[src/rtl/branch_exec_unit.sv]
// Branch execution unit: resolves I/B/LR/CTR/TAR-form branches, owns LR and CTR,
// tracks the current instruction address and keeps a circular return-address stack.
module branch_exec_unit #(
  parameter int                ADDR_W     = 64,
  parameter int                RAS_DEPTH  = 8,
  parameter logic [ADDR_W-1:0] RESET_ADDR = '0
) (
  input  logic              i_clk,
  input  logic              i_rst,
  input  logic              i_32b_mode,
  input  logic              i_stall,
  input  logic              i_en,
  input  logic [31:0]       i_instr,
  input  logic              i_i_form,
  input  logic              i_b_form,
  input  logic              i_cond_LR,
  input  logic              i_cond_CTR,
  input  logic              i_cond_TAR,
  input  logic [31:0]       i_condition_register,
  input  logic [ADDR_W-1:0] i_target_address_register,
  input  logic              i_lr_we,
  input  logic [ADDR_W-1:0] i_lr_wdata,
  input  logic              i_ctr_we,
  input  logic [ADDR_W-1:0] i_ctr_wdata,
  output logic [ADDR_W-1:0] o_next_instr_addr,
  output logic [ADDR_W-1:0] o_link_register,
  output logic [ADDR_W-1:0] o_count_register,
  output logic              o_taken,
  output logic [ADDR_W-1:0] o_ras_top,
  output logic              o_ras_valid,
  output logic              o_ras_mismatch,
  output logic              err_branch_on_stall
);
  localparam int               PTR_W    = (RAS_DEPTH > 1) ? $clog2(RAS_DEPTH) : 1;
  localparam int               CNT_W    = PTR_W + 1;
  localparam logic [CNT_W-1:0] RAS_FULL = CNT_W'(RAS_DEPTH);

  logic [ADDR_W-1:0] r_cia, r_lr, r_ctr;
  logic              r_boot, r_taken, r_mismatch;
  logic [ADDR_W-1:0] r_ras [RAS_DEPTH];
  logic [PTR_W-1:0]  r_ptr;
  logic [CNT_W-1:0]  r_cnt;

  // Instruction fields; IBM bit k of the instruction is i_instr[31-k].
  logic [4:0]  w_bo, w_bi;
  logic [13:0] w_bd;
  logic [23:0] w_li;
  logic [1:0]  w_bh;
  logic        w_aa, w_lk;
  assign w_bo = i_instr[25:21];
  assign w_bi = i_instr[20:16];
  assign w_bd = i_instr[15:2];
  assign w_li = i_instr[25:2];
  assign w_bh = i_instr[12:11];
  assign w_aa = i_instr[1];
  assign w_lk = i_instr[0];

  logic [ADDR_W-1:0] w_mask, w_cia4, w_link, w_base, w_ctr_m, w_target, w_nia, w_ras_top;
  logic              w_branch, w_acc, w_decr, w_ctr_nz, w_ctr_ok, w_cond_ok, w_taken;
  logic              w_bh_zero, w_pop, w_push, w_pop_eff;
  logic [PTR_W-1:0]  w_top_idx, w_ptr_pop;
  logic [CNT_W-1:0]  w_cnt_pop;
  logic              w_unused;

  assign w_mask   = i_32b_mode ? ADDR_W'(64'h0000_0000_FFFF_FFFF) : '1;
  assign w_cia4   = r_cia + ADDR_W'(4);
  assign w_link   = w_cia4 & w_mask;
  assign w_base   = w_aa ? '0 : r_cia;
  // No instruction can be in flight before the first fetch, so the boot cycle ignores i_en.
  assign w_branch = i_en & ~r_boot;
  assign w_acc    = w_branch & ~i_stall;

  assign w_decr    = ~w_bo[2] & (i_b_form | i_cond_LR | i_cond_TAR);
  assign w_ctr_m   = w_decr ? r_ctr - ADDR_W'(1) : r_ctr;
  assign w_ctr_nz  = i_32b_mode ? (w_ctr_m[31:0] != 32'd0) : (w_ctr_m != '0);
  assign w_ctr_ok  = w_bo[2] | (w_ctr_nz ^ w_bo[1]);
  assign w_cond_ok = w_bo[4] | (i_condition_register[5'd31 - w_bi] == w_bo[3]);
  assign w_taken   = i_i_form | (w_ctr_ok & w_cond_ok);

  always_comb begin
    w_target = w_cia4;
    if (i_i_form)
      w_target = {{(ADDR_W-26){w_li[23]}}, w_li, 2'b00} + w_base;
    else if (i_b_form)
      w_target = {{(ADDR_W-16){w_bd[13]}}, w_bd, 2'b00} + w_base;
    else if (i_cond_LR)
      w_target = {r_lr[ADDR_W-1:2], 2'b00};
    else if (i_cond_CTR)
      w_target = {r_ctr[ADDR_W-1:2], 2'b00};
    else if (i_cond_TAR)
      w_target = {i_target_address_register[ADDR_W-1:2], 2'b00};
  end

  assign w_nia = (r_boot ? r_cia : ((w_branch && w_taken) ? w_target : w_cia4)) & w_mask;

  // Return-address stack: pop is applied first so bclrl replaces the top in place.
  assign w_bh_zero = (w_bh == 2'b00);
  assign w_pop     = w_acc & w_taken & i_cond_LR & w_bh_zero;
  assign w_push    = w_acc & w_taken & w_lk & (~i_cond_LR | w_bh_zero);
  assign w_top_idx = r_ptr - 1'b1;
  assign w_ras_top = r_ras[w_top_idx];
  assign w_pop_eff = w_pop & o_ras_valid;
  assign w_ptr_pop = w_pop_eff ? w_top_idx : r_ptr;
  assign w_cnt_pop = w_pop_eff ? r_cnt - 1'b1 : r_cnt;

  always_ff @(posedge i_clk) begin
    if (i_rst) begin
      r_cia      <= RESET_ADDR;
      r_lr       <= '0;
      r_ctr      <= '0;
      r_boot     <= 1'b1;
      r_taken    <= 1'b0;
      r_mismatch <= 1'b0;
      r_ptr      <= '0;
      r_cnt      <= '0;
    end else if (!i_stall) begin
      r_cia      <= w_nia;
      r_boot     <= 1'b0;
      r_taken    <= w_acc & w_taken;
      r_mismatch <= w_pop & (~o_ras_valid | (w_nia != w_ras_top));
      if (w_acc && w_lk)
        r_lr <= w_link;
      else if (i_lr_we)
        r_lr <= i_lr_wdata;
      if (w_acc && w_decr)
        r_ctr <= w_ctr_m;
      else if (i_ctr_we)
        r_ctr <= i_ctr_wdata;
      if (w_push) begin
        r_ptr <= w_ptr_pop + 1'b1;
        r_cnt <= (w_cnt_pop == RAS_FULL) ? w_cnt_pop : w_cnt_pop + 1'b1;
      end else begin
        r_ptr <= w_ptr_pop;
        r_cnt <= w_cnt_pop;
      end
    end
  end

  always_ff @(posedge i_clk) begin
    if (!i_rst && w_push)
      r_ras[w_ptr_pop] <= w_link;
  end

  assign o_next_instr_addr   = w_nia;
  assign o_link_register     = r_lr;
  assign o_count_register    = r_ctr;
  assign o_taken             = r_taken;
  assign o_ras_top           = w_ras_top;
  assign o_ras_valid         = (r_cnt != '0);
  assign o_ras_mismatch      = r_mismatch;
  assign err_branch_on_stall = i_stall & i_en;
  assign w_unused            = ^{i_instr[31:26], i_target_address_register[1:0]};
endmodule

[config.mk]
export PLATFORM = sky130hd
export DESIGN_NAME = branch_exec_unit
export DESIGN_NICKNAME = d
export VERILOG_FILES = /design/src/rtl/branch_exec_unit.sv
export SDC_FILE = /design/constraint.sdc
export NUM_CORES = 2
export LEC_CHECK = 0
export BUFFER_PORTS_ARGS = -buffer_cell sky130_fd_sc_hd__buf_2
export CORE_AREA = 2 2 255 445
export CTS_BUF_LIST = sky130_fd_sc_hd__clkbuf_2
export DETAILED_ROUTE_END_ITERATION = 12
export DIE_AREA = 0 0 257 447
export SYNTH_ARGS = -nofsm -noshare
export SYNTH_HDL_FRONTEND = slang
export SYNTH_SLANG_ARGS = --single-unit
[constraint.sdc]
create_clock -name i_clk -period 36.8 [get_ports i_clk]
set_clock_uncertainty 0.2 [all_clocks]
set_input_delay 7.36 -clock i_clk [delete_from_list [all_inputs] [get_ports i_clk]]
set_output_delay 7.36 -clock i_clk [all_outputs]
set_load 0.01 [all_outputs]
==> impl_metrics.json <==
{
  "die_x_microns": 257,
  "syn-cell-area_sq_um": 44150,
  "synthTopCellsByArea": "edfxtp_1, dfxtp_1, mux4_2",
  "slew_viol_final": 0,
  "synth_cells": 4356,
  "post-place-cells": 6187,
  "antenna_found_initial": 16,
  "mostFrequentLayoutCells": "buf_2, edfxtp_1, nor2_1",
  "ys_seq_area_share_pct": 43.98,
  "instances_no_fill": 6496,
  "leakage_nw": 19.28,
  "tightest_slew_ns": 1.287,
  "area_delta_synth_final_pct": 13.38,
  "yosysUniqueCellTypes": 109,
  "grt_remaining_overflow": 0,
  "final_common_cell": "buf_2",
  "critPathArrivalTime_ns": 14.04,
  "clock_sinks": 714,
  "rows": 162,
  "dr.pass1.iters": 7,
  "cts_setup_buffers": 0,
  "fin_crit_sh_pct": 58.69,
  "status": "finished clean",
  "grt_pass1_wl_microns": 279400,
  "core_area_sq_um": 111300,
  "slowest_stage": "nor4_2",
  "floorplan.initialDensity_pct": 39.68,
  "cp_cell_sequence": "buf_2 -> buf_4 -> or3_1 -> and3_1 -> nand4_1 -> nor4_2 -> xnor2_1 -> nand3_1 -> nor4_4 -> mux2_4 -> o31ai_4 -> buf_4 -> nor2_1 -> a221oi_1 -> buf_2",
  "critPathLaunch": "i_cond_LR",
  "h-tree-depth": 4,
  "clk_pin_slew_ns": 0.12,
  "hold_class": "flip-flop to flip-flop",
  "crit_path_max_incr_delay_ns": 0.89,
  "min_from": "r_cia[51]$_SDFFE_PP0N_",
  "hold_viol": 0,
  "cp-start-kind": "input port",
  "vdd_drop_max_uv": 23.26,
  "syn-num-nets": 4740,
  "cts_buffer_depth": 3,
  "fin_tns_setup_ns": 0,
  "whs_ns": 0.2772,
  "setup_viol": 0,
  "first_global_vias": 39140,
  "cp.required_ns": 29.24,
  "power_density_nw_per_um2": 35.76,
  "rsz0062_at_grt": "false",
  "ant_nets": 0,
  "die_area_sq_um": 114900,
  "nets": 5262,
  "r2r_start": "o_count_register[14]$_SDFFE_PP0P_",
  "critical_path_class": "input port to primary output",
  "ys.flop_type": "edfxtp_1",
  "cts_made_buffers": 165,
  "synth_warnings": 0,
  "routabilityCongestion": 1.024,
  "cts-resized-gates": 0,
  "cts_tree": "yes",
  "root_buffer": "clkbuf_2",
  "wl_microns": 199500,
  "relSlewSlack_pct": 13.90,
  "portBuffers": 519,
  "critPathCaptureType": "primary output",
  "synth-seq-cells": 714,
  "async_flop_share_pct": 0,
  "finalPower_mw": 1.790,
  "yosysTopAreaCellShare_pct": 34.82,
  "fmax_mhz": 46.30,
  "drc": 0,
  "final_core_util_pct": 44.99,
  "vias": 40630,
  "syn_avg_cell_area_sq_um": 10.14,
  "hpwl_microns": 148900,
  "io_pins": 528,
  "drive_gt1_share_pct": 23.67,
  "synth.largest_area_cell": "edfxtp_1",
  "ctsHoldBuffers": 0,
  "fin_crit_ns": 21.60,
  "drt_iter0_drc": 4180,
  "post_drt_via_cell_ratio": 6.255,
  "drv_cap": 0,
  "crit_fanout": 29,
  "post_drt_wl_per_cell_microns": 30.71,
  "grtUsageTotal_pct": 33.79,
  "die_y_microns": 447,
  "clk_latency_ns": 1.61,
  "synth_enable_flop_cells": 512,
  "grt_max_degree": 76
}
## flip-flops by register name, indices dropped and copies added, names as in the netlist
name              flops
r_cnt                 4
o_ras_mismatch        1
r_ptr                 3
r_cia                64
r_boot                1
o_link_register      64
r_ras               512
o_count_register     64
o_taken               1
## path summary, 6_finish.rpt
path | end | slack, ns | depth (start not counted)
worst min register to register | r_cia[51]$_SDFFE_PP0N_ | 0.28 | 2
worst max-delay path | o_next_instr_addr[50] | 15.20 | 15
worst min-delay path | r_cia[51]$_SDFFE_PP0N_ | 0.28 | 2
worst max register to register | r_ras[7][45]$_DFFE_PP_ | 28.10 | 17
## Yosys cell counts, types with 16 or more instances
library cell,count
xor2_1,81
a31oi_1,38
nand2b_1,33
o211a_1,16
and2_1,45
nand4_1,52
o211ai_1,58
buf_2,24
and3_1,42
nor3_1,118
nand2_1,319
a221oi_1,28
buf_1,26
o22ai_1,27
edfxtp_1,512
or3_1,39
o21ai_0,198
nand3_1,92
a21oi_1,328
mux2i_1,145
a21o_1,75
o21bai_1,23
xnor2_1,139
o31ai_1,18
ha_1,115
dfxtp_1,202
a211oi_1,125
or2_2,16
nor2b_1,51
o21a_1,28
mux2_2,60
a311oi_1,19
clkbuf_1,230
inv_1,123
nor2_1,439
nor4_1,55
or4_1,17
mux4_2,138
## power by group
| group | leakage (nW) | total, mW | internal (mW) | switching, mW |
|---|---|---|---|---|
| logic | 11.9 | 0.361 | 0.119 | 0.242 |
| registers | 6.25 | 0.895 | 0.869 | 0.0257 |
| clock network | 1.14 | 0.535 | 0.190 | 0.344 |
| total | 19.3 | 1.79 | 1.18 | 0.612 |
## critical path, delay by kind of cell
family	cells	cell delay [ns]
simple gates	7	3.23
buf+inv	4	1.07
compound gates	2	1.57
mux	1	0.50
xor+xnor	1	0.25
## per-layer routing
metal  vias to the layer above  routed length [microns]  GRT usage [%]
li1                      17730                        -              -
met1                     20010                    74770          41.24
met2                      2343                    93050          54.76
met3                       537                    17310          6.456
met4                        10                    14290          21.56
met5                         -                       73              0
## area by class of cell
class	instances	area, sq um
Clock inverter	57	314.1
Antenna cell	14	35.03
Multi-Input combinational cell	3226	23230
Sequential cell	714	19420
Inverter	127	478.0
Fill cell	10870	61220
Tap cell	1476	1847
Clock buffer	238	1191
Timing Repair Buffer	644	3547
## cell families after synthesis
kind of cell             after synthesis  synth area share [%]
buffers and inverters                416                 3.732
XOR/XNOR                             220                 4.364
multiplexers                         346                 11.96
AND/OR/NAND/NOR                     1397                 15.53
AO/OA/AOI/OAI                       1147                 17.14
adder cells (fa/ha/maj)              116                 3.304
flip-flops                           714                 43.98
## through the flow
stage	area (sq um)	worst slack (ns)
after floorplan	44150	17.71
after global placement	48520	15.24
after detailed placement	48520	15.33
after CTS	50030	15.29
after global routing	50040	15.25
final	50060	15.20
Power figures use the tool's default switching activity.
